--- src/rtl/div_u27_u21_arbiter.sv ---
// rtl/div_u27_u21_arbiter.sv - round-robin share of one pipelined u27/u21 divider among N_REQ requesters
// Optional divide-by-zero flagging is built when DIV_ZERO_CHECK_EN is defined.
module div_u27_u21_arbiter #(
  parameter int N_REQ   = 4,
  parameter int DIV_LAT = 4,
  parameter int ID_W    = 2
) (
  input  logic                clk,
  input  logic                rst_n,
  input  logic                stall_i,
  input  logic [N_REQ-1:0]    req_valid_i,
  input  logic [27*N_REQ-1:0] req_dividend_i,
  input  logic [21*N_REQ-1:0] req_divisor_i,
  output logic [N_REQ-1:0]    req_ready_o,
  output logic                div_clken_o,
  output logic [26:0]         div_dividend_o,
  output logic [20:0]         div_divisor_o,
  input  logic [26:0]         div_quotient_i,
  input  logic [20:0]         div_remain_i,
  output logic                rsp_valid_o,
  output logic [ID_W-1:0]     rsp_id_o,
  output logic [26:0]         rsp_quotient_o,
  output logic [20:0]         rsp_remain_o,
  output logic                rsp_dz_o,
  output logic                busy_o
);

  logic [ID_W-1:0]  ptr_q, ptr_d;
  logic [DIV_LAT:0] vld_q;
  logic [ID_W-1:0]  tag_q [0:DIV_LAT];
  logic [26:0]      dvd_q;
  logic [20:0]      dvs_q;

  logic             rsp_valid_q;
  logic [ID_W-1:0]  rsp_id_q;
  logic [26:0]      rsp_quo_q, rsp_quo_d;
  logic [20:0]      rsp_rem_q, rsp_rem_d;
  logic             rsp_dz_q, rsp_dz_d;

  logic             gnt_any;
  logic [ID_W-1:0]  gnt_idx;
  logic [N_REQ-1:0] gnt_vec;
  logic [26:0]      sel_dividend;
  logic [20:0]      sel_divisor;
  logic [ID_W:0]    sum;

  // Rotating priority search starting at the round-robin pointer.
  always_comb begin
    gnt_any = 1'b0;
    gnt_idx = '0;
    sum     = '0;
    for (int k = 0; k < N_REQ; k++) begin
      sum = {1'b0, ptr_q} + (ID_W+1)'(k);
      if (sum >= (ID_W+1)'(N_REQ)) begin
        sum = sum - (ID_W+1)'(N_REQ);
      end
      if (!gnt_any && req_valid_i[sum[ID_W-1:0]]) begin
        gnt_any = 1'b1;
        gnt_idx = sum[ID_W-1:0];
      end
    end
    if (stall_i || !rst_n) begin
      gnt_any = 1'b0;
    end
  end

  always_comb begin
    gnt_vec      = '0;
    sel_dividend = '0;
    sel_divisor  = '0;
    for (int i = 0; i < N_REQ; i++) begin
      if (gnt_any && (gnt_idx == ID_W'(i))) begin
        gnt_vec[i]   = 1'b1;
        sel_dividend = req_dividend_i[27*i +: 27];
        sel_divisor  = req_divisor_i[21*i +: 21];
      end
    end
  end

  always_comb begin
    ptr_d = ptr_q;
    if (gnt_any) begin
      ptr_d = (gnt_idx == ID_W'(N_REQ-1)) ? '0 : gnt_idx + 1'b1;
    end
  end

  always_ff @(posedge clk or negedge rst_n) begin
    if (!rst_n) begin
      ptr_q <= '0;
      vld_q <= '0;
      dvd_q <= '0;
      dvs_q <= '0;
      for (int k = 0; k <= DIV_LAT; k++) begin
        tag_q[k] <= '0;
      end
    end else if (!stall_i) begin
      ptr_q <= ptr_d;
      vld_q <= {vld_q[DIV_LAT-1:0], gnt_any};
      tag_q[0] <= gnt_idx;
      for (int k = 1; k <= DIV_LAT; k++) begin
        tag_q[k] <= tag_q[k-1];
      end
      if (gnt_any) begin
        dvd_q <= sel_dividend;
        dvs_q <= sel_divisor;
      end
    end
  end

`ifdef DIV_ZERO_CHECK_EN
  logic [DIV_LAT:0] dz_q;
  logic [20:0]      low_q [0:DIV_LAT];

  // Zero divisors still occupy a divider slot; the low dividend bits ride along as the remainder.
  always_ff @(posedge clk or negedge rst_n) begin
    if (!rst_n) begin
      dz_q <= '0;
      for (int k = 0; k <= DIV_LAT; k++) begin
        low_q[k] <= '0;
      end
    end else if (!stall_i) begin
      dz_q     <= {dz_q[DIV_LAT-1:0], gnt_any && (sel_divisor == 21'd0)};
      low_q[0] <= sel_dividend[20:0];
      for (int k = 1; k <= DIV_LAT; k++) begin
        low_q[k] <= low_q[k-1];
      end
    end
  end

  always_comb begin
    rsp_quo_d = div_quotient_i;
    rsp_rem_d = div_remain_i;
    rsp_dz_d  = 1'b0;
    if (dz_q[DIV_LAT]) begin
      rsp_quo_d = 27'h7FFFFFF;
      rsp_rem_d = low_q[DIV_LAT];
      rsp_dz_d  = 1'b1;
    end
  end
`else
  always_comb begin
    rsp_quo_d = div_quotient_i;
    rsp_rem_d = div_remain_i;
    rsp_dz_d  = 1'b0;
  end
`endif

  // A strobe pending under stall is held and shown once on the first unstalled cycle.
  always_ff @(posedge clk or negedge rst_n) begin
    if (!rst_n) begin
      rsp_valid_q <= 1'b0;
      rsp_id_q    <= '0;
      rsp_quo_q   <= '0;
      rsp_rem_q   <= '0;
      rsp_dz_q    <= 1'b0;
    end else if (!stall_i) begin
      rsp_valid_q <= vld_q[DIV_LAT];
      if (vld_q[DIV_LAT]) begin
        rsp_id_q  <= tag_q[DIV_LAT];
        rsp_quo_q <= rsp_quo_d;
        rsp_rem_q <= rsp_rem_d;
        rsp_dz_q  <= rsp_dz_d;
      end
    end
  end

  assign req_ready_o    = gnt_vec;
  assign div_clken_o    = !stall_i && (|vld_q[DIV_LAT-1:0]);
  assign div_dividend_o = dvd_q;
  assign div_divisor_o  = dvs_q;
  assign rsp_valid_o    = rsp_valid_q && !stall_i;
  assign rsp_id_o       = rsp_id_q;
  assign rsp_quotient_o = rsp_quo_q;
  assign rsp_remain_o   = rsp_rem_q;
  assign rsp_dz_o       = rsp_dz_q;
  assign busy_o         = (|vld_q) || rsp_valid_o;

endmodule

--- config.mk ---
export PLATFORM = sky130hd
export DESIGN_NAME = div_u27_u21_arbiter
export DESIGN_NICKNAME = d
export VERILOG_FILES = /design/src/rtl/div_u27_u21_arbiter.sv
export SDC_FILE = /design/constraint.sdc
export NUM_CORES = 1
export LEC_CHECK = 0
export ABC_AREA = 0
export ABC_CLOCK_PERIOD_IN_PS = 2700
export CORE_AREA = 2 2 135 137
export CTS_BUF_LIST = sky130_fd_sc_hd__clkbuf_4 sky130_fd_sc_hd__clkbuf_8
export DETAILED_ROUTE_END_ITERATION = 10
export DIE_AREA = 0 0 137 139
export PLACE_DENSITY = 0.74
export SKIP_LAST_GASP = 1
export SLEW_MARGIN = 40
export SYNTH_ARGS = -nofsm -noshare
export SYNTH_HDL_FRONTEND = slang
export SYNTH_SLANG_ARGS = --single-unit
--- constraint.sdc ---
create_clock -name clk -period 2.7 [get_ports clk]
set_clock_uncertainty 0.05 [all_clocks]
set_input_delay 0.54 -clock clk [delete_from_list [all_inputs] [get_ports clk]]
set_output_delay 0.54 -clock clk [all_outputs]
set_load 0.01 [all_outputs]
==> impl_metrics.env <==
export IMPL_worst_slew_pin_slew_ns=0.568
export IMPL_fill_cells=1570
export IMPL_synth_cell_types=32
export IMPL_cts_root_buf="clkbuf_8"
export IMPL_multi_input_comb_area_um2=2680
export IMPL_vias=6153
export IMPL_drv_slew=0
export IMPL_syn2layout_area_growth_pct=70.6
export IMPL_fin_nets=1265
export IMPL_synth_area_top_cells="dfrtp_1, mux2_2, a21oi_1"
export IMPL_p_leak_uw=0.00432
export IMPL_clk_pin_slew_ns=0.08
export IMPL_hp_class="primary input to asynchronous set/reset pin"
export IMPL_cp_max_fo=4
export IMPL_r2r_setup_slack_ns=0.32
export IMPL_synth_seq_cells=116
export IMPL_fin_crit_ns=2.70
export IMPL_insertion_delay_ns=0.43
export IMPL_drt_initial_drc_count=206
export IMPL_cts_tree="built"
export IMPL_endpoint_kind="primary output"
export IMPL_synth_cells=666
export IMPL_place_gp_congestion=0.907
export IMPL_dp_hpwl_um=15600
export IMPL_grt_pass1_vias=5912
export IMPL_drtPass1Iterations=5
export IMPL_cap_violations=0
export IMPL_cp_arrival_ns=2.11
export IMPL_grt_setup_unrepaired="yes"
export IMPL_vdd_drop_max_uv=449
export IMPL_cts_buffers=17
export IMPL_seqCellArea_um2=2900
export IMPL_yosys_warnings=0
export IMPL_clock_sinks=116
export IMPL_drtAntennaViolNets=0
export IMPL_worst_slack_ns=-0.00318
export IMPL_clock_path_buffers=2
export IMPL_synthesis_nets=917
export IMPL_antenna_found_initial=0
export IMPL_relSlewSlack_pct=62.2
export IMPL_synthFlopType="dfrtp_1"
export IMPL_start_kind="primary input"
export IMPL_drc=0
export IMPL_worst_ep_required_time_ns=2.11
export IMPL_reg2regPathDepth=11
export IMPL_grt_max_degree=68
export IMPL_async_reset_ff_share_pct=100
export IMPL_routed_wl_um=20400
export IMPL_dp_slack_ns=-0.580
export IMPL_pin_count=353
export IMPL_period_share_pct=100
export IMPL_max_clock_freq_mhz=370
export IMPL_row_count=49
export IMPL_cts_hold_buf=0
export IMPL_htreeDepth=4
export IMPL_finalHoldViolations=0
export IMPL_grtUsageTotal_pct=21.4
export IMPL_numPortBuffers=351
export IMPL_via_per_inst=4.90
export IMPL_finish_instance_area_um2=10300
export IMPL_die_area_um2=19000
export IMPL_initial_core_util_pct=34.2
export IMPL_synth_edf_count=0
export IMPL_synth_top_area_share_pct=48.1
export IMPL_core_area_um2=17700
export IMPL_reg2reg_to="div_dividend_o[16]"
export IMPL_reg2reg_from="ptr_q[1]"
export IMPL_die_y_um=139
export IMPL_layout_drive_gt1_share_pct=13.7
export IMPL_grt_overflow=0
export IMPL_antenna_cells=0
export IMPL_syn_area_um2=6040
export IMPL_synth_area_leader_cell="dfrtp_1"
export IMPL_syn_mean_instance_area_um2=9.06
export IMPL_grt_pass1_wl_um=31500
export IMPL_power_density_nw_per_um2=838
export IMPL_critPathKind="primary input to primary output"
export IMPL_yosysSeqAreaShare_pct=48.1
export IMPL_power_uw=8630
export IMPL_fp_dieW_um=137
export IMPL_setup_violations=1
export IMPL_violations="negative setup slack"
export IMPL_wl_per_cell_um=16.2
export IMPL_post_dp_cell_area_um2=9900
export IMPL_status="finished, violations left"
==> through the flow <==
step / instances / util (%) / setup TNS (ns) / hold slack (ns)
4_1_cts: 1256 / 58.3 / 0 / 0.247
3_3_place_gp: 1222 / 56.1 / -17.42 / 0.411
2_1_floorplan: 666 / - / 0 / 0.194
3_5_place_dp: 1222 / 56.1 / -19.44 / 0.414
5_1_grt: 1256 / 58.3 / -0.0730 / 0.165
6_report: 1256 / 58.3 / -0.00318 / 0.145
==> report_power, final <==
group	internal (uW)	switching, uW
Clock	850	742
Sequential	2420	370
Combinational	2370	1880
==> final cells by class <==
cell class,count,share of cell area (%)
Tap cell,229,2.78
Timing Repair Buffer,386,36.9
Clock inverter,13,1.30
Multi-Input combinational cell,431,26.1
Inverter,62,2.26
Clock buffer,19,2.48
Sequential cell,116,28.2
==> state kept, by name, summed over array words and instances (netlist names) <==
signal,cells
tag_q,10
div_divisor_o,21
vld_q,5
ptr_q,2
div_dividend_o,27
rsp_remain_o,21
rsp_valid_q,1
rsp_id_o,2
rsp_quotient_o,27
==> synth_stat cells, types with 4 or more instances <==
cell type and instances:
mux2_2 62, buf_2 27, a21oi_1 119, o31ai_1 11
clkbuf_1 24, a22oi_1 35, dfrtp_1 116, o21ai_0 47
inv_1 62, and2_1 4, nor2_1 51, ha_1 4
nand2_1 63, a31oi_1 13
==> logic make-up after synthesis <==
| group | count (synthesis) | synth area share (%) |
|---|---|---|
| adder cells (fa/ha/maj) | 4 | 0.829 |
| other | 1 | 0.0621 |
| AO/OA/AOI/OAI | 236 | 22.3 |
| multiplexers | 64 | 11.9 |
| flip-flops | 116 | 48.1 |
| AND/OR/NAND/NOR | 126 | 8.69 |
| buffers and inverters | 119 | 8.15 |
==> per-layer routing <==
layer  wire (um)  part of all wire (%)  vias up  GRT usage (%)
met4         497                   2.4        0           7.70
met1        7930                    39     2877           25.2
met5           0                     0        -              0
li1            -                     -     2974              -
met3        2030                    10       29           7.97
met2        9910                    49      273           35.3
==> worst max-delay path: stages <==
cell,delay (ns)
clkdlybuf4s50_1,0.49
a21oi_1,0.05
a211o_1,0.33
inv_2,0.12
ha_2,0.18
and2_1,0.11
dlygate4sd2_1,0.29
==> worst max-delay path by stage <==
| stage | startpoint | end | cells after the start |
|---|---|---|---|
| after detailed placement | req_valid_i[1] | req_ready_o[1] | 7 |
| after global placement | req_valid_i[1] | req_ready_o[1] | 7 |
| final | req_valid_i[3] | req_ready_o[1] | 7 |
| after global routing | req_valid_i[3] | req_ready_o[1] | 7 |
| after CTS | ptr_q[1] | req_ready_o[3] | 8 |
| after floorplan | req_valid_i[0] | req_ready_o[3] | 8 |
==> cell usage in the layout (no fill, tap or decap), drive strengths merged, types with 2 or more instances in the layout <==
cell type,synthesis,final
a211o,3,3
a21o,2,2
a21oi,119,119
a221oi,2,2
a22oi,35,35
a31oi,13,13
and2,4,4
buf,33,36
bufinv,0,2
clkbuf,24,22
clkdlybuf4s50,0,343
clkinv,0,7
clkinvlp,0,3
dfrtp,116,116
dlygate4sd2,0,4
ha,4,4
inv,62,63
mux2,63,63
nand2,63,63
nor2,51,51
nor2b,3,3
nor4,2,2
o21ai,48,48
o31ai,11,11
==> what timing repair did <==
item | in CTS | in global routing
pin swaps | 2 | 0
setup endpoints to repair | 5 | 4
buffers inserted | 2 | 0
resized for setup | 11 | 4
No activity file was read; power rests on OpenSTA's default activity.
